--- src/rtl/cacheline_adapter.sv ---
`default_nettype none
// ============================================================================
// Module   : cacheline_adapter
// Purpose  : Bridges a cache's single-cycle line interface to a 4-beat burst
//            memory bus. A 256-bit line write is split into four 64-bit beats.
//            Four 64-bit read beats are reassembled into one 256-bit line.
//            Completion is signalled back to the cache with a one-cycle
//            resp_o pulse.
// Ports    : clk, rst     - clock, asynchronous active-high reset
//            line_i       - write-back line from the cache
//            line_o       - assembled fill line to the cache
//            address_i    - line address from the cache
//            read_i       - line read request
//            write_i      - line write request
//            resp_o       - line transfer complete (one-cycle pulse)
//            burst_i      - read beat from memory
//            burst_o      - write beat to memory
//            address_o    - line-aligned burst base address to memory
//            read_o       - burst read request
//            write_o      - burst write request
//            resp_i       - beat accepted/valid from memory
// Revision : 1.0 - initial release
// ============================================================================
module cacheline_adapter #(
    parameter int S_LINE    = 256,
    parameter int S_BURST   = 64,
    parameter int NUM_BEATS = S_LINE / S_BURST
) (
    input  logic                 clk,
    input  logic                 rst,
    input  logic [S_LINE-1:0]    line_i,
    output logic [S_LINE-1:0]    line_o,
    input  logic [31:0]          address_i,
    input  logic                 read_i,
    input  logic                 write_i,
    output logic                 resp_o,
    input  logic [S_BURST-1:0]   burst_i,
    output logic [S_BURST-1:0]   burst_o,
    output logic [31:0]          address_o,
    output logic                 read_o,
    output logic                 write_o,
    input  logic                 resp_i
);

    localparam int                 C_CNT_W     = $clog2(NUM_BEATS);
    localparam logic [C_CNT_W-1:0] C_LAST_BEAT = C_CNT_W'(NUM_BEATS - 1);
    localparam logic [C_CNT_W-1:0] C_CNT_ONE   = C_CNT_W'(1);
    // Clears the byte-offset-within-line bits so memory always sees a
    // line-aligned base address.
    localparam logic [31:0]        C_ADDR_MASK = ~32'(S_LINE / 8 - 1);

    typedef enum logic [1:0] {
        ST_IDLE  = 2'd0,
        ST_READ  = 2'd1,
        ST_WRITE = 2'd2,
        ST_DONE  = 2'd3
    } state_t;

    state_t               r_state;
    state_t               w_next_state;
    logic [C_CNT_W-1:0]   r_count;
    logic [31:0]          r_addr;
    logic [S_LINE-1:0]    r_wline;
    logic [31:0]          w_base_addr;
    logic                 w_last_beat;

    assign w_base_addr = r_addr & C_ADDR_MASK;
    assign w_last_beat = resp_i && (r_count == C_LAST_BEAT);

    // ------------------------------------------------------------------
    // State register
    // ------------------------------------------------------------------
    always_ff @(posedge clk or posedge rst) begin
        if (rst) begin
            r_state <= ST_IDLE;
        end else begin
            r_state <= w_next_state;
        end
    end

    // ------------------------------------------------------------------
    // Next-state and output decode. All bus outputs are pure functions of
    // the registered state, so an asynchronous reset clears them at once.
    // ------------------------------------------------------------------
    always_comb begin
        w_next_state = r_state;
        read_o       = 1'b0;
        write_o      = 1'b0;
        resp_o       = 1'b0;
        address_o    = '0;
        burst_o      = '0;

        case (r_state)
            ST_IDLE: begin
                // Write wins so a dirty victim is evicted before the fill.
                if (write_i) begin
                    w_next_state = ST_WRITE;
                end else if (read_i) begin
                    w_next_state = ST_READ;
                end
            end
            ST_READ: begin
                read_o    = 1'b1;
                address_o = w_base_addr;
                if (w_last_beat) begin
                    w_next_state = ST_DONE;
                end
            end
            ST_WRITE: begin
                write_o   = 1'b1;
                address_o = w_base_addr;
                burst_o   = r_wline[r_count*S_BURST +: S_BURST];
                if (w_last_beat) begin
                    w_next_state = ST_DONE;
                end
            end
            ST_DONE: begin
                // Always return to IDLE so a request still held high here is
                // not accepted twice back to back.
                resp_o       = 1'b1;
                address_o    = w_base_addr;
                w_next_state = ST_IDLE;
            end
            default: begin
                w_next_state = ST_IDLE;
            end
        endcase
    end

    // ------------------------------------------------------------------
    // Datapath: request capture, beat counter and line reassembly.
    // The counter naturally wraps to 0 on the final beat, which is the
    // transition into DONE.
    // ------------------------------------------------------------------
    always_ff @(posedge clk or posedge rst) begin
        if (rst) begin
            r_count <= '0;
            r_addr  <= '0;
            r_wline <= '0;
            line_o  <= '0;
        end else begin
            case (r_state)
                ST_IDLE: begin
                    if (write_i) begin
                        r_addr  <= address_i;
                        r_wline <= line_i;
                        r_count <= '0;
                    end else if (read_i) begin
                        r_addr  <= address_i;
                        r_count <= '0;
                    end
                end
                ST_READ: begin
                    if (resp_i) begin
                        line_o[r_count*S_BURST +: S_BURST] <= burst_i;
                        r_count <= r_count + C_CNT_ONE;
                    end
                end
                ST_WRITE: begin
                    if (resp_i) begin
                        r_count <= r_count + C_CNT_ONE;
                    end
                end
                default: begin
                end
            endcase
        end
    end

endmodule
`default_nettype wire
--- config.mk ---
export PLATFORM = sky130hd
export DESIGN_NAME = cacheline_adapter
export DESIGN_NICKNAME = d
export VERILOG_FILES = /design/src/rtl/cacheline_adapter.sv
export SDC_FILE = /design/constraint.sdc
export NUM_CORES = 1
export LEC_CHECK = 0
export CAP_MARGIN = 40
export CORE_AREA = 4 4 277 279
export CTS_CLUSTER_DIAMETER = 40
export DETAILED_ROUTE_END_ITERATION = 8
export DIE_AREA = 0 0 281 283
export PLACE_DENSITY = 0.64
export SKIP_CTS_REPAIR_TIMING = 1
export SYNTH_ARGS = -nofsm -noshare
export SYNTH_HDL_FRONTEND = slang
export SYNTH_SLANG_ARGS = --single-unit
--- constraint.sdc ---
create_clock -name clk -period 19.8 [get_ports clk]
set_input_delay 3.96 -clock clk [delete_from_list [all_inputs] [get_ports clk]]
set_output_delay 3.96 -clock clk [all_outputs]
set_load 0.01 [all_outputs]
# Word-level counts from Yosys, hierarchy flattened
# Index checks and enable logic that the tools add are counted.
[op_classes] reduce_logical=11 n_mux=16 n_addsub=2 eq_ne=7 shift=3
[op_table] cell="$bwmux 256" n=1
[op_table] cell="$shift 64x34->256 const A" n=1
[op_table] cell="$shiftx 256x9->64" n=1
[op_table] cell="$shiftx 64x34->256" n=1
[op_table] cell="$mux 32" n=3
[op_table] cell="$mux 64" n=1
[op_table] cell="$neg 8->34" n=1
[op_table] cell="$mux 2" n=6
[op_table] cell="$reduce_and 2->1" n=4
[op_table] cell="$eq 2x2->1 const B" n=3
[op_table] cell="$pmux 2 s3" n=1
[op_table] cell="$ne 2x1->1 const B" n=2
[op_table] cell="$pmux 2 s2" n=1
[op_table] cell="$reduce_bool 2->1" n=2
[op_table] cell="$mux 1" n=3
[op_table] cell="$ne 3x3->1 const B" n=1
[op_table] cell="$reduce_and 3->1" n=1
[op_table] cell="$reduce_or 3->1" n=1
[op_table] cell="$add 2x1->2 const B" n=1
[op_table] cell="$eq 2x1->1 const B" n=1
[op_table] cell="$logic_not 2->1" n=1
[op_table] cell="$reduce_or 2->1" n=1
[op_table] cell="$logic_and 1x1->1" n=1
[totals] register_bits=548 output_inout_bits=355 wordCells=44 inputBits=357

# Depth between registers and ports, before layout
# Gate-level depths: netlist of the first run.
[depth] word_depth=4 ltp_mapped=9 ltp_nobuf=5

# Worst setup path before layout of the first run
# Ideal clock, no wire load.
[synth_path] kind="register -> output" start="register r_count[0]" end="output port burst_o[0]" path_stages_with_launch=5 required_time_ns=15.840 n_path_buf=2 path_slack_ns=14.345 t_arrival_ns=1.495 path_cell_list="dfrtp_1 buf_2 buf_2 mux4_2 and2_1"
[synth_via] elab_chain_len=2
[synth_rtl] element="start: declaration" line="61" source="logic [C_CNT_W-1:0] r_count;"
[synth_rtl] element="start signal: assignment" line="156" source="r_count <= r_count + C_CNT_ONE;"
[synth_rtl] element="start signal: assignment" line="161" source="r_count <= r_count + C_CNT_ONE;"
[synth_rtl] element="$shiftx 256x9->64" line="112" source="burst_o = r_wline[r_count*S_BURST +: S_BURST];"
[synth_rtl] element="$mux 64" line="93" source="case (r_state)"
[synth_rtl] element="end: declaration" line="38" source="output logic [S_BURST-1:0] burst_o,"
# Every way passes these cells.

# Final worst setup path of the first run
[layout_path] start="register r_count[0]" end="output port burst_o[27]"
# The elaborated chain is that of the path after synthesis.

==> impl_summary.txt, run 1 <==
----------------------------------------------------
[CTS]
  Number of buffers inserted during clock tree synthesis ... 98
  Post-CTS clock slew at the launch and capture registers of the worst setup and hold paths ... 0.05 ns
  CTS Sinks ... 543
  CTS Root Cell ... clkbuf_16
  CTS tree ... yes
  H-tree depth reported by CTS ... 3
  Max Buffers Root-to-Sink ... 3
  Insertion delay of the later-clocked pin in the worst-skew pair ... 0.62 ns

[GRT]
  First-pass GRT wire length ... 114000 um
  Initial antenna violation count ... 19
  Tot GR Track Use ... 18.7%
  Met3 layer usage reported by global route ... approximately 6%
  GR Util met1 ... 21.7%
  Met2 routing resource usage after global routing ... 31.2%
  Largest net degree at the start of global routing ... 129
  Vias in the first global route ... ~17k
  Aggregate global routing overflow ... 0
  Global routing's busiest layer ... met2

[Critical path]
  Cells along the critical path ... buf_4 -> buf_16 -> mux4_2 -> and2_1 -> clkdlybuf4s50_1
  Total buffers and inverters traversed by the critical path ... 3
  WP depth ... 5
  R2r worst-path depth ... 7
  Worst setup path class ... flop to output pin
  Category of the worst setup path capture point ... output pin
  Required time reported for the critical path endpoint ... 15.84 ns
  Element type at the critical path start ... flop
  Data arrival time at the worst-slack endpoint ... 3.46 ns
  Worst reg2reg setup slack ... 16.43 ns
  Critical path's slowest cell ... dfrtp_4
  Worst stage delay on the critical path ... 0.90 ns
  Cell family contributing the most delay on the critical path ... buffers and inverters
  Maximum fanout along the worst path ... 37

[Pwr]
  Power density of the placed cells ... 160 nW/um^2
  Leakage power figure ... around 0.014 uW
  Peak supply drop ... between 80 and 90 uV

[Logic synthesis]
  Syn. warnings ... 0
  Synth Instances ... 1403
  Synthesized area divided by synthesized cell count ... 15.6 um^2
  Portion of the post-synthesis area used by sequential elements ... 61.9%
  Post-synthesis cell type count ... 30
  Flops & latches, synth ... 543
  Combined area of all synthesized cells ... 21900 um^2

[Die]
  Die width ... 281 um
  Die Span Y ... 283 um
  Placeable core region ... 74200 um^2
  Total I/O pin count ... 712
  Die Outline Area ... 79500 um^2
  Initial standard-cell utilization of the core ... 29.6%
  Number of standard-cell rows in the floorplan ... 100

[Route]
  Post-route antenna net violation count ... 0
  Aggregate routed wire length ... 75600 um
  Number of detailed-route iterations in the first pass ... 5
  Final routed DRC violation total ... 0
  DR iter-0 viols ... approximately 750
  Via-to-Cell Ratio ... 4.90
  Detailed-route via count ... between 15k and 20k
  Wire length per cell ... 23.7 um

[STA]
  Total count of hold-check failures in the final report ... 0
  Worst slew margin ... 35.6%
  Setup repair after global routing missed its margin ... no
  Setup clock skew after layout ... 0.0295 ns
  Time the final worst path needs with I/O delays and setup ... 7.42 ns
  Slew Viols, Final ... 0
  Number of endpoints failing setup at the final stage ... 0
  Post-route setup TNS ... 0 ns
  Worst-margin pin slew ... 0.967 ns
  Highest Clock Rate ... 0.135 GHz
  Period utilisation layout ... 37.5%

[Layout]
  NumNets Final ... roughly 2.5k
  Final core occ ... 45.5%
  Layout overhead on the synthesized area ... 53.8%
  Leading cell type in the layout, fill and taps excluded ... clkdlybuf4s50_1
  Fraction of layout instances using a drive strength above 1 ... 25.8%
  Most frequent cells in the layout ... clkdlybuf4s50_1 (701), dfrtp_1 (541), mux2_2 (285)
  Filler cell count in the final layout ... roughly 6.5k

[Place]
  Gpl congestion ... 0.820
  DP Wirelength ... 52500 um
  Port Buffer Count ... ~700

[Hold path]
  Hold Path Class ... flop to flop
  Hold path cells ... 1

[Status]
  Outcome ... completed

[Job]
  Max-capacitance violation count ... 0

----------------------------------------------------
==> registers in the layout, summed over array words and instances (netlist names) <==
signal / cells
r_addr: 27
r_count: 2
r_wline: 256
r_state: 2
line_o: 256
==> path summary, 6_finish.rpt <==
kind / end / start
max reg2reg: r_wline[172] / r_state[0]
max: burst_o[27] / r_count[0]
max in group asynchronous: r_wline[12] / rst
min reg2reg: r_wline[249] / r_wline[249]
min: r_wline[249] / r_wline[249]
min in group asynchronous: r_wline[43] / rst
==> routing by layer <==
layer / wire length [um] / part of all wire (%)
met2: 37800 / 50
met1: 28100 / 37
met4: 3420 / 4.5
met5: 75 / 0.099
met3: 6180 / 8.2
==> cell type report <==
| type | count | area (um^2) | area share [%] |
|---|---|---|---|
| Antenna cell | 14 | 35.0 | 0.104 |
| Timing Repair Buffer | 735 | 7460 | 22.1 |
| Sequential cell | 543 | 13600 | 40.3 |
| Clock inverter | 61 | 862 | 2.55 |
| Multi-Input combinational cell | 744 | 7880 | 23.3 |
| Clock buffer | 122 | 2660 | 7.89 |
| Tap cell | 969 | 1210 | 3.59 |
| Inverter | 7 | 33.8 | 0.100 |
==> stage by stage <==
stage                     std cells  instance area, um^2  worst slack (ns)  hold WS [ns]  power, uW
after floorplan                1407                22000             0.661         0.471       2780
final                          3195                33700             12.38         0.495       5390
after global placement         2987                29900             12.54         0.480       3570
after CTS                      3181                33700             12.26         0.498       5460
after global routing           3194                33700             12.15         0.507       5660
after detailed placement       2998                30200             12.68         0.485       3660
==> power by group <==
| group | switching, uW | internal (uW) |
|---|---|---|
| registers | 260 | 1550 |
| clock network | 617 | 1140 |
| logic | 712 | 1110 |
==> logic make-up after synthesis <==
kind of cell	after synthesis	share of synthesized area, %
adder cells (fa/ha/maj)	10	0.570
AND/OR/NAND/NOR	116	3.28
AO/OA/AOI/OAI	264	10.5
flip-flops	543	61.9
multiplexers	349	21.2
other	1	0.0171
buffers and inverters	120	2.54
==> Yosys cell counts, drive strengths merged <==
master | n | area share [%]
a21oi | 1 | 0.023
a22o | 256 | 10
a2bb2oi | 1 | 0.040
and2 | 64 | 1.8
buf | 67 | 1.6
clkbuf | 46 | 0.79
conb | 1 | 0.017
dfrtp | 543 | 62
ha | 10 | 0.57
inv | 7 | 0.12
mux2 | 285 | 15
mux4 | 64 | 6.6
nand2 | 6 | 0.10
nand2b | 2 | 0.057
nand3 | 5 | 0.11
nand4 | 1 | 0.029
nor2 | 3 | 0.051
nor2b | 28 | 0.80
nor3 | 3 | 0.12
nor3b | 1 | 0.034
nor4 | 2 | 0.11
nor4b | 1 | 0.040
o211ai | 1 | 0.034
o21ai | 4 | 0.11
o311ai | 1 | 0.040
(Power assumes the default switching activity.)
==> inputs of run 2 (changes only) <==
==> constraint.sdc (replaced) <==
create_clock -name clk -period 6.1 [get_ports clk]
set_input_delay 1.22 -clock clk [delete_from_list [all_inputs] [get_ports clk]]
set_output_delay 1.22 -clock clk [all_outputs]
set_load 0.01 [all_outputs]
==> impl_summary.txt, run 2 (synthesis results as in run 1) <==
----------------------------------------------------
[Die]
  Placeable core region ... 74200 um^2 (unchanged)
  Die Outline Area ... 79500 um^2 (unchanged)
  Die width ... 281 um (unchanged)
  Total I/O pin count ... 712 (unchanged)
  Number of standard-cell rows in the floorplan ... 100 (unchanged)
  Initial standard-cell utilization of the core ... 29.6% (unchanged)
  Die Span Y ... 283 um (unchanged)

[STA]
  Post-route setup TNS ... 0 ns (unchanged)
  Hold WS ... 0.493 ns (-0.00272 ns)
  Highest Clock Rate ... between 0.2 and 0.25 GHz
  Time the final worst path needs with I/O delays and setup ... ~4.4 ns
  Setup repair after global routing missed its margin ... no
  Slew Viols, Final ... 0 (unchanged)
  Worst-margin pin slew ... 0.983 ns (+0.0164 ns)
  Period utilisation layout ... a little under three quarters
  Setup clock skew after layout ... 0.0315 ns (+0.00203 ns)
  Total count of hold-check failures in the final report ... 0 (unchanged)
  Number of endpoints failing setup at the final stage ... 0 (unchanged)
  Worst slew margin ... 34.5% (-1.1 points)

[Pwr]
  Switching power ... 5060 uW (+220%)
  Peak supply drop ... 352 uV (+290%)
  Proportion of total power due to net switching ... 29.2% (-0.25 points)
  Internal power consumption ... 12300 uW (+220%)
  Power Total ... 17300 uW (+220%)
  Fraction of power consumed by sequential logic ... 34.0% (+0.4 points)
  Power density of the placed cells ... 516 nW/um^2 (+220%)
  Leakage power figure ... 0.0143 uW (-0.37%)
  Combinational share of power ... 33.9% (about the same)
  Part of the power in the clock network ... 32.0% (-0.6 points)

[CTS]
  CTS tree ... yes
  Insertion delay of the later-clocked pin in the worst-skew pair ... 0.64 ns (+0.02 ns)
  CTS Root Cell ... clkbuf_16
  H-tree depth reported by CTS ... 3 (unchanged)
  CTS Sinks ... 543 (unchanged)
  Post-CTS clock slew at the launch and capture registers of the worst setup and hold paths ... 0.05 ns (about the same)
  Number of buffers inserted during clock tree synthesis ... 92 (-6.1%)
  Max Buffers Root-to-Sink ... 3 (unchanged)

[Status]
  Outcome ... completed

[Route]
  Final routed DRC violation total ... 0 (unchanged)
  Number of detailed-route iterations in the first pass ... 4 (-1)
  DR iter-0 viols ... 778 (+3.5%)
  Via-to-Cell Ratio ... 4.92 (+0.34%)
  Aggregate routed wire length ... 75900 um (+0.39%)
  Post-route antenna net violation count ... 0 (unchanged)
  Detailed-route via count ... 15.6k (-0.29%)
  Wire length per cell ... 23.9 um (+1.0%)

[Layout]
  Layout overhead on the synthesized area ... 53.0%
  Leading cell type in the layout, fill and taps excluded ... clkdlybuf4s50_1
  Final cell area excluding filler cells ... 33600 um^2 (-0.52%)
  Most frequent cells in the layout ... clkdlybuf4s50_1 (701), dfrtp_1 (541), mux2_2 (285)
  Final core occ ... 45.2% (-0.23 points)
  Biggest regs ... line_o x256, r_wline x256, r_addr x27
  Fraction of layout instances using a drive strength above 1 ... 25.7% (-0.064 points)
  NumNets Final ... 2494 (-0.080%)

[Critical path]
  Worst setup path class ... flop to output pin
  Data arrival time at the worst-slack endpoint ... 3.16 ns (-0.30 ns)
  Maximum fanout along the worst path ... 35 (-5.4%)
  Category of the worst setup path capture point ... output pin
  Required time reported for the critical path endpoint ... 4.88 ns (-10.96 ns)
  Element type at the critical path start ... flop

[Place]
  Gpl congestion ... 0.809 (-1.3%)
  DP Wirelength ... 53400 um (+1.6%)
  Placed standard-cell area ... 30200 um^2 (about the same)
  Port Buffer Count ... 701 (unchanged)

[GRT]
  Vias in the first global route ... 17.3k (-1.0%)
  Aggregate global routing overflow ... 0 (unchanged)
  First-pass GRT wire length ... 114000 um (-0.12%)
  Tot GR Track Use ... 18.8% (+0.092 points)
  Largest net degree at the start of global routing ... 105 (-19%)
  Initial antenna violation count ... 6 (-13)

[Hold path]
  Hold Path Class ... flop to flop

[Job]
  Max-capacitance violation count ... 0 (unchanged)

----------------------------------------------------
[run 2: cell types whose count changed in the layout (fill, tap and decap cells not counted), sizes merged]
| cell | change |
|---|---|
| buf | +4 |
| clkinvlp | -2 |
| bufinv | +2 |
| clkinv | -6 |
| inv | +5 |
| clkbuf | -13 |
| diode | -10 |
[run 2: per-stage QoR]
step                cells  setup WS (ns)
global placement     2996           2.24
CTS                  3171           1.57
global route         3175           1.48
finish               3175           1.72
floorplan            1407          -2.51
detailed placement   3002           2.18
[run 2: power groups by stage]
stage               logic, uW  clock network (uW)  registers (uW)
floorplan                3240                   0            5790
global placement         5790                   0            5850
detailed placement       5930                   0            5940
CTS                      5970                5680            5900
global route             6280                5860            6070
finish                   5880                5550            5900
[run 2: cell type report]
type                       instances  area, um^2
sequential                       543       13600
fill                            6536       40600
clock buffer                     109        2510
antenna                            4        10.0
clock inverter                    60         865
multi-input combinational        744        7880
inverter                           7        30.0
timing repair buffer             739        7470
tap                              969        1210
[run 2: metal layers]
metal | vias up | share of wire [%] | GRT usage [%]
met1 | 8145 | 39 | 22.5
met3 | 141 | 7.2 | 5.11
met2 | 596 | 50 | 32.0
li1 | 6733 | - | -
met4 | 2 | 3.6 | 7.50
met5 | - | 0.0092 | 0
[run 2: final timing paths]
check / start / to / slack, ns / cells past startpoint
min reg2reg: r_addr[13] / r_addr[13] / 0.49 / 1
max: r_count[0] / burst_o[55] / 1.72 / 4
max in group asynchronous: rst / line_o[131] / 3.88 / 5
min in group asynchronous: rst / line_o[201] / 0.95 / 2
max reg2reg: r_count[0] / line_o[184] / 2.73 / 7
min: r_addr[13] / r_addr[13] / 0.49 / 1
[run 2: critical path, stage by stage, from the launching register on]
cell and delay, ns:
dfrtp_4 0.86, buf_12 0.37, mux4_2 0.56, and2_1 0.17
clkdlybuf4s50_1 0.54
==> inputs of run 3 (changes only) <==
==> constraint.sdc (replaced) <==
create_clock -name clk -period 3.74 [get_ports clk]
set_input_delay 0.748 -clock clk [delete_from_list [all_inputs] [get_ports clk]]
set_output_delay 0.748 -clock clk [all_outputs]
set_load 0.01 [all_outputs]
==> impl_summary.txt, run 3 (synthesis results as in run 1) <==
----------------------------------------------------
[Critical path]
  Data arrival time at the worst-slack endpoint ... 2.79 ns (-0.37 ns)
  Required time reported for the critical path endpoint ... 2.99 ns (-1.89 ns)
  Total buffers and inverters traversed by the critical path ... 3 (+1)
  Element type at the critical path start ... flop
  Worst R2R Start ... r_count[0]
  Worst reg2reg setup slack ... 1.03 ns (-1.70 ns)
  R2r worst-path depth ... 7 (unchanged)
  Cell family contributing the most delay on the critical path ... buffers and inverters
  Critical path's slowest cell ... ha_2
  Category of the worst setup path capture point ... output pin
  Worst stage delay on the critical path ... 0.61 ns (-0.25 ns)
  Worst setup path class ... flop to output pin
  Cells along the critical path ... inv_1 -> ha_2 -> buf_4 -> and2_1 -> clkdlybuf4s50_1
  Critical R2R Capture ... line_o[182]
  Maximum fanout along the worst path ... 21 (-40%)

[Layout]
  Most frequent cells in the layout ... clkdlybuf4s50_1 (701), dfrtp_1 (541), mux2_2 (285)
  Biggest regs ... line_o x256, r_wline x256, r_addr x27
  Combined area of the multi-input logic cells ... 7880 um^2 (unchanged)
  Fraction of layout instances using a drive strength above 1 ... 26.8% (+1.0 points)
  Register cell area after layout ... 13600 um^2 (unchanged)
  Number of cells in the finished layout apart from fillers ... 3213 (+1.2%)
  Layout overhead on the synthesized area ... 54.5%
  Leading cell type in the layout, fill and taps excluded ... clkdlybuf4s50_1
  NumNets Final ... 2526 (+1.3%)
  Final core occ ... 45.7% (+0.46 points)
  Filler cell count in the final layout ... 6526 (-0.15%)

[STA]
  Worst-margin pin slew ... 0.912 ns (-0.0708 ns)
  Number of endpoints failing setup at the final stage ... 0 (unchanged)
  Total count of hold-check failures in the final report ... 0 (unchanged)
  Time the final worst path needs with I/O delays and setup ... 3.54 ns
  Worst slew margin ... 39.2% (+4.7 points)
  Period utilisation layout ... 94.6%
  Slew Viols, Final ... 0 (unchanged)
  Setup clock skew after layout ... 0.0250 ns (-0.00645 ns)
  Setup repair after global routing missed its margin ... no
  Highest Clock Rate ... roughly 0.28 GHz
  Hold WS ... 0.495 ns (+0.00205 ns)

[Pwr]
  Proportion of total power due to net switching ... 29.0% (-0.20 points)
  Fraction of power consumed by sequential logic ... 33.5% (-0.5 points)
  Internal power consumption ... 20300 uW (+65%)
  Combinational share of power ... 34.6% (+0.7 points)
  Power Total ... 28500 uW (+65%)
  Peak supply drop ... 392 uV (+11%)
  Part of the power in the clock network ... 32.0% (about the same)
  Power density of the placed cells ... 842 nW/um^2 (+63%)
  Switching power ... 8290 uW (+64%)
  Leakage power figure ... 0.0144 uW (+1.2%)

[Route]
  Number of detailed-route iterations in the first pass ... 5 (+1)
  Detailed-route via count ... 15.8k (+0.92%)
  DR iter-0 viols ... 816 (+4.9%)
  Wire length per cell ... 23.6 um (-1.2%)
  Aggregate routed wire length ... 75800 um (about the same)
  Via-to-Cell Ratio ... 4.91 (-0.27%)
  Final routed DRC violation total ... 0 (unchanged)
  Post-route antenna net violation count ... 0 (unchanged)

[Die]
  Placeable core region ... 74200 um^2 (unchanged)
  Total I/O pin count ... 712 (unchanged)
  Number of standard-cell rows in the floorplan ... 100 (unchanged)
  Die Outline Area ... 79500 um^2 (unchanged)
  Die width ... 281 um (unchanged)
  Die Span Y ... 283 um (unchanged)
  Initial standard-cell utilization of the core ... 29.6% (unchanged)

[CTS]
  CTS Sinks ... 543 (unchanged)
  Post-CTS clock slew at the launch and capture registers of the worst setup and hold paths ... 0.05 ns (about the same)
  CTS Root Cell ... clkbuf_16
  Insertion delay of the later-clocked pin in the worst-skew pair ... 0.62 ns (-0.02 ns)
  H-tree depth reported by CTS ... 3 (unchanged)
  Max Buffers Root-to-Sink ... 3 (unchanged)
  CTS tree ... yes
  Number of buffers inserted during clock tree synthesis ... 94 (+2.2%)

[GRT]
  Aggregate global routing overflow ... 0 (unchanged)
  Vias in the first global route ... 17.3k (+0.17%)
  Initial antenna violation count ... 12 (+6)
  Largest net degree at the start of global routing ... 75 (-29%)
  First-pass GRT wire length ... 114000 um (+0.37%)
  Tot GR Track Use ... 18.8% (+0.021 points)

[Place]
  DP Wirelength ... 54400 um (+1.9%)
  Port Buffer Count ... 701 (unchanged)
  Gpl congestion ... 0.814 (+0.53%)
  DP Cell Count ... 3022 (+0.67%)

[Status]
  Outcome ... completed

[Hold path]
  Hold Path Class ... flop to flop
  Hold path cells ... 1 (unchanged)
  Hold endpoint ... r_wline[248]
  Worst min-delay path startpoint ... r_wline[248]

[Job]
  Max-capacitance violation count ... 0 (unchanged)

----------------------------------------------------
## run 3: changes by cell type in the layout (fill, tap and decap cells not counted), moves of 4 or more
cell	previous run	this run
buf_4	26	49
buf_12	8	19
diode_2	4	10
clkbuf_8	8	13
clkinv_2	11	7
clkinv_4	10	6
## run 3: final cells by class
class	count	share of cell area [%]
Sequential cell	543	40.1
Multi-Input combinational cell	744	23.2
Timing Repair Buffer	769	22.9
Clock buffer	115	7.62
Tap cell	969	3.58
Clock inverter	56	2.42
Inverter	7	0.0886
Antenna cell	10	0.0738
## run 3: power groups by stage
stage / registers, uW / clock network [uW] / logic [uW]
after floorplan: 9450 / 0 / 5290
after global placement: 9490 / 0 / 9700
after detailed placement: 9640 / 0 / 9860
after CTS: 9570 / 9320 / 9930
after global routing: 9800 / 9600 / 10500
final: 9550 / 9120 / 9870
## run 3: metal layers
layer	global-route usage [%]	part of all wire [%]
met1	22.9	39
met2	31.7	51
met3	4.74	6.8
met4	7.84	3.7
met5	0	0.015
## run 3: worst reg2reg max path: cells and delay by family (launching register included)
| kind | cells | cell delay (ns) |
|---|---|---|
| DFF | 1 | 0.57 |
| AOI/OAI and AO/OA | 1 | 0.31 |
| and+or+nand+nor | 1 | 0.42 |
| adders and majority gates | 1 | 0.51 |
| buffers and inverters | 4 | 0.85 |
## run 3: worst max-delay path by stage
stage	start	depth (start not counted)	to	slack [ns]
global placement	r_count[0]	4	burst_o[53]	0.69
detailed placement	r_count[0]	4	burst_o[53]	0.70
finish	r_state[0]	5	burst_o[30]	0.20
floorplan	rst	1	line_o[0]	-4.39
global route	r_state[0]	5	burst_o[30]	0.05
CTS	r_count[0]	4	burst_o[53]	0.01
## run 3: per-stage QoR
| step | instance area, um^2 | setup TNS (ns) | setup slack (ns) |
|---|---|---|---|
| 2_1_floorplan | 22000 | -2385.91 | -4.39 |
| 3_3_place_gp | 30400 | 0 | 0.691 |
| 3_5_place_dp | 30400 | 0 | 0.697 |
| 4_1_cts | 33800 | 0 | 0.0134 |
| 5_1_grt | 33900 | 0 | 0.0536 |
| 6_report | 33900 | 0 | 0.203 |
==> variant 1: new RTL, config.mk and constraints of run 2 <==
The parameter `S_LINE` goes from 256 to 128.
--- a/src/rtl/cacheline_adapter.sv
+++ b/src/rtl/cacheline_adapter.sv
@@ -22,7 +22,7 @@
 // Revision : 1.0 - initial release
 // ============================================================================
 module cacheline_adapter #(
-    parameter int S_LINE    = 256,
+    parameter int S_LINE    = 128,
     parameter int S_BURST   = 64,
     parameter int NUM_BEATS = S_LINE / S_BURST
 ) (
Interface: changed (resized line_i and line_o); port bits go from 712 to 456. No check against the original RTL was run, so the function may have changed too.
==> variant 1 against run 2 <==
- area after synthesis down 41%
- setup slack better by 0.075 ns
- synthesized cell count down 43%
- power down 32%
- combinational power down 18%
- design area down 39%
- routed wire length down 50%
- sequential cell count down 256
- largest cell class unchanged
- largest power group is now combinational cells
==> variant 1: results (changes against run 2) <==
stage,metric,value,unit,change
logic_synthesis,"top cells by area, synth","dfrtp_1 (56%), mux2_4 (19%), mux2_2 (9.5%)",,
min_path,Hold Path Origin,r_addr[20],,
sta,Hold Slack,0.480,ns,-0.0125 ns
logic_synthesis,Unique masters post-synth,25,,-17%
worst_setup_path,reg2reg setup slack,3.64,ns,+0.91 ns
status,status,"complete, no violations",,
power_and_ir_drop,Leak,8.95,nW,-37%
route,Via Count,8264,,-47%
place,pre-CTS setup slack,2.30,ns,+0.112 ns
clock_network,Worst-Skew Late Latency,0.60,ns,-0.04 ns
worst_setup_path,worst r2r dst,r_wline[104],,
route,Initial DRC Count,182,,-77%
sta,Slew HR,0.273,,-0.0712
cells_and_area,fraction of layout cells with a size suffix above 1,0.298,,+0.0410
logic_synthesis,Commonest cells post-synth,"dfrtp_1 (287), mux2_4 (161), mux2_2 (108), nor2b_1 (92), mux2i_1 (67)",,
worst_setup_path,Critical Path AT,3.09,ns,-0.07 ns
logic_synthesis,sequential share of the synthesized area,0.558,,-0.0610
clock_network,total CTS buffers,60,,-35%
cells_and_area,fin nets,1513,,-39%
power_and_ir_drop,Peak VDD IR,0.000232,V,-34%
cells_and_area,biggest regs,"line_o x128, r_wline x128, r_addr x28",,
sta,Clock Skews,0.0168,ns,-0.0147 ns
place,PortBufs,447,,-36%
global_routing,first-pass GRT wire length,57500,um,-49%
route,Post-Route WL,37600,um,-50%
==> variant 1: cell count changes after synthesis, moves of 15 or more <==
cell / run 2 / this run
clkbuf_1: 46 / 10
buf_6: 0 / 26
mux2_4: 0 / 161
buf_2: 47 / 5
mux2_1: 0 / 15
a22o_1: 256 / 0
mux2_2: 285 / 108
nor2b_1: 28 / 92
dfrtp_1: 543 / 287
and2_1: 64 / 0
mux4_2: 64 / 0
mux2i_1: 0 / 67
==> variant 1: area by class of cell <==
cell class / instances / area share
sequential: 287 / 0.350
multi-input combinational: 466 / 0.256
timing repair buffer: 461 / 0.229
clock buffer: 70 / 0.0769
tap: 969 / 0.0590
clock inverter: 43 / 0.0283
inverter: 3 / 0.000731
antenna: 2 / 0.000244
==> variant 1: kinds of logic (layout without fill, tap and decap cells) <==
logic type,count (synthesis),after routing,share of synthesized area
simple gates,101,101,0.0505
other cells,1,6,0.000291
mux,351,351,0.348
fa+ha+maj,5,5,0.00486
flops,287,287,0.558
buf+inv,54,577,0.0353
compound gates,5,5,0.00311
==> variant 1: how the worst max path moves through the flow <==
stage,startpoint,endpoint,slack (ns),cells past startpoint
2_1_floorplan,rst,line_o[0],1.07,1
3_3_place_gp,write_i,r_wline[112],2.19,4
3_5_place_dp,r_state[0],burst_o[33],2.30,5
4_1_cts,r_state[0],burst_o[45],1.64,5
5_1_grt,r_state[0],burst_o[45],1.53,5
6_report,r_state[0],burst_o[45],1.79,5
==> variant 1: power breakdown <==
group / internal, mW / switching, mW / total (mW) / leakage [nW]
Combinational: 3.01 / 1.79 / 4.80 / 4.49
Sequential: 2.89 / 0.546 / 3.44 / 3.42
Clock: 2.33 / 1.12 / 3.45 / 1.05
Total: 8.23 / 3.46 / 11.7 / 8.95
==> variant 1: layer usage <==
layer / track usage / routed length (um)
met2: 0.152 / 17600
met3: 0.0410 / 3980
met5: 0 / 0
met4: 0.0281 / 994
met1: 0.106 / 15100
==> variant 1: critical path: stages, from the launching register on <==
cell,delay (ns)
dfrtp_1,0.39
inv_1,0.14
ha_2,0.60
buf_4,0.49
nor2b_1,0.26
clkdlybuf4s50_1,0.57
==> variant 1: through the flow <==
step | total power, mW | area [um^2] | cells
5_1_grt | 12.4 | 20500 | 2299
4_1_cts | 11.9 | 20500 | 2299
3_3_place_gp | 8.16 | 18200 | 2180
6_report | 11.7 | 20500 | 2301
3_5_place_dp | 8.33 | 18400 | 2186
2_1_floorplan | 6.10 | 12900 | 807
==> variant 2: new RTL, flow settings as in run 2 <==
Made on the original files. Add an input register stage for `line_i`, `address_i`, `read_i`, `write_i` and `resp_i`, cleared by the reset; this delays them by one clock.
--- a/src/rtl/cacheline_adapter.sv
+++ b/src/rtl/cacheline_adapter.sv
@@ -56,6 +56,28 @@
         ST_DONE  = 2'd3
     } state_t;
 
+    logic [S_LINE-1:0] line_q;
+    logic [31:0] address_q;
+    logic read_q;
+    logic write_q;
+    logic resp_q;
+
+    always_ff @(posedge clk or posedge rst) begin
+        if (rst) begin
+            line_q    <= '0;
+            address_q <= '0;
+            read_q    <= '0;
+            write_q   <= '0;
+            resp_q    <= '0;
+        end else begin
+            line_q    <= line_i;
+            address_q <= address_i;
+            read_q    <= read_i;
+            write_q   <= write_i;
+            resp_q    <= resp_i;
+        end
+    end
+
     state_t               r_state;
     state_t               w_next_state;
     logic [C_CNT_W-1:0]   r_count;
@@ -65,7 +87,7 @@
     logic                 w_last_beat;
 
     assign w_base_addr = r_addr & C_ADDR_MASK;
-    assign w_last_beat = resp_i && (r_count == C_LAST_BEAT);
+    assign w_last_beat = resp_q && (r_count == C_LAST_BEAT);
 
     // ------------------------------------------------------------------
     // State register
@@ -93,9 +115,9 @@
         case (r_state)
             ST_IDLE: begin
                 // Write wins so a dirty victim is evicted before the fill.
-                if (write_i) begin
+                if (write_q) begin
                     w_next_state = ST_WRITE;
-                end else if (read_i) begin
+                end else if (read_q) begin
                     w_next_state = ST_READ;
                 end
             end
@@ -141,23 +163,23 @@
         end else begin
             case (r_state)
                 ST_IDLE: begin
-                    if (write_i) begin
-                        r_addr  <= address_i;
-                        r_wline <= line_i;
+                    if (write_q) begin
+                        r_addr  <= address_q;
+                        r_wline <= line_q;
                         r_count <= '0;
-                    end else if (read_i) begin
-                        r_addr  <= address_i;
+                    end else if (read_q) begin
+                        r_addr  <= address_q;
                         r_count <= '0;
                     end
                 end
                 ST_READ: begin
-                    if (resp_i) begin
+                    if (resp_q) begin
                         line_o[r_count*S_BURST +: S_BURST] <= burst_i;
                         r_count <= r_count + C_CNT_ONE;
                     end
                 end
                 ST_WRITE: begin
-                    if (resp_i) begin
+                    if (resp_q) begin
                         r_count <= r_count + C_CNT_ONE;
                     end
                 end
Function: not settled (the Yosys comparison gave no result); the edit may change what the design does.
==> variant 2 against run 2 <==
- area after synthesis is 33% higher
- largest cell class unchanged
- first-iteration DRC count up 35%
- routed wire length grew 14%
- via count up 15%
- power rose by 26%
- combinational power is 15% higher
- setup slack lost 0.11 ns
- design area grew 23%
- hold slack got worse by 0.037 ns
- sequential cell count rose by 286
- register-to-register slack worse by 0.09 ns
- clock skew increased by 0.0099 ns
==> variant 2: results (changes against run 2) <==
stage,metric,value,unit,change
global_routing,met2 Use GR,0.367,,+0.0469
cells_and_area,buffering overhead,0.180,,-0.0424
global_routing,met3 usage,0.0681,,+0.0170
sta,Clock Skews,0.0414,ns,+0.00993 ns
worst_setup_path,cell family with most CP delay,flip-flops,,
logic_synthesis,Synth Area in Adders,0.00428,,-0.00142
route,Initial DRC Count,1049,,+35%
cells_and_area,clk cell area share,0.0980,,-0.00249
route,Post-Route WL,86500,um,+14%
route,Pre-Repair DR Iteration Count,5,,+1
route,routed wl met2,44000,um,+15%
place,Placer Congestion,0.855,,+5.7%
logic_synthesis,Compound-Gate Fraction of Synth Area,0.0788,,-0.0258
clock_network,Worst-Skew Late Latency,0.68,ns,+0.04 ns
route,met1 wire length,32000,um,+8.3%
logic_synthesis,sequential share of the synthesized area,0.710,,+0.0904
cells_and_area,storage element area,20800,um^2,+53%
cells_and_area,# diodes,13,,+9
worst_setup_path,worst r2r dst,line_o[20],,
clock_network,# clock sinks,829,,+53%
global_routing,largest net degree at the start of global routing,136,,+30%
global_routing,overall routing resource usage,0.216,,+0.0289
route,highest routed layer,met5,,
status,status,"complete, no violations",,
worst_setup_path,cells on worst reg2reg path,6,,-1
logic_synthesis,Commonest cells post-synth,"dfrtp_1 (829), mux2_2 (286), a22o_1 (256), and2_1 (64), mux4_2 (64)",,
cells_and_area,fraction of layout cells with a size suffix above 1,0.239,,-0.0183
sta,Slew HR,0.382,,+0.0370
worst_setup_path,CP max stage delay,0.90,ns,+0.04 ns
min_path,Hold Path Origin,line_q[54],,
global_routing,first-pass GRT wire length,130000,um,+15%
cells_and_area,fraction of area in multi-input gates,0.190,,-0.0441
logic_synthesis,"top cells by area, synth","dfrtp_1 (71%), mux2_2 (11%), a22o_1 (7.7%)",,
cells_and_area,Filler cells,5893,,-9.8%
sta,Hold Slack,0.456,ns,-0.0367 ns
worst_setup_path,R2R Path Start,r_count[0],,
route,routed wl met3,7330,um,+34%
worst_setup_path,worst-path maximum fanout,33,,-5.7%
worst_setup_path,Worst Setup EP,burst_o[1],,
cells_and_area,biggest regs,"line_o x256, line_q x256, r_wline x256",,
cells_and_area,fin nets,2804,,+12%
route,Via Count,18019,,+15%
logic_synthesis,mux cell area share after synthesis,0.159,,-0.0525
clock_network,total CTS buffers,115,,+25%
min_path,Worst Hold Path EP,r_wline[54],,
global_routing,routing usage on met1,0.256,,+0.0316
power_and_ir_drop,Leak,17.9,nW,+26%
place,hpwl dp,61000,um,+14%
-- variant 2: changes by cell type in the layout (fill, tap and decap cells not counted), moves of 7 or more --
cell / change
clkinvlp_4: +8
diode_2: +9
dfrtp_1: +286
clkbuf_16: +21
clkinv_2: +7
clkbuf_1: +8
-- variant 2: through the flow --
| step | cells | utilization | power, mW | instance area (um^2) | setup WS, ns |
|---|---|---|---|---|---|
| after floorplan | 1693 | - | 11.7 | 29200 | -6.51 |
| after global placement | 3284 | 0.502 | 14.8 | 37300 | 2.20 |
| after detailed placement | 3289 | 0.503 | 15.1 | 37400 | 2.16 |
| after CTS | 3503 | 0.558 | 22.0 | 41400 | 1.43 |
| after global routing | 3513 | 0.559 | 22.8 | 41400 | 1.43 |
| final | 3516 | 0.559 | 21.8 | 41500 | 1.61 |
-- variant 2: power by group --
group	total, mW	leakage, nW	internal (mW)	switching [mW]
registers	8.16	10.3	7.18	0.973
clock network	6.84	1.94	4.28	2.56
logic	6.76	5.72	4.05	2.71
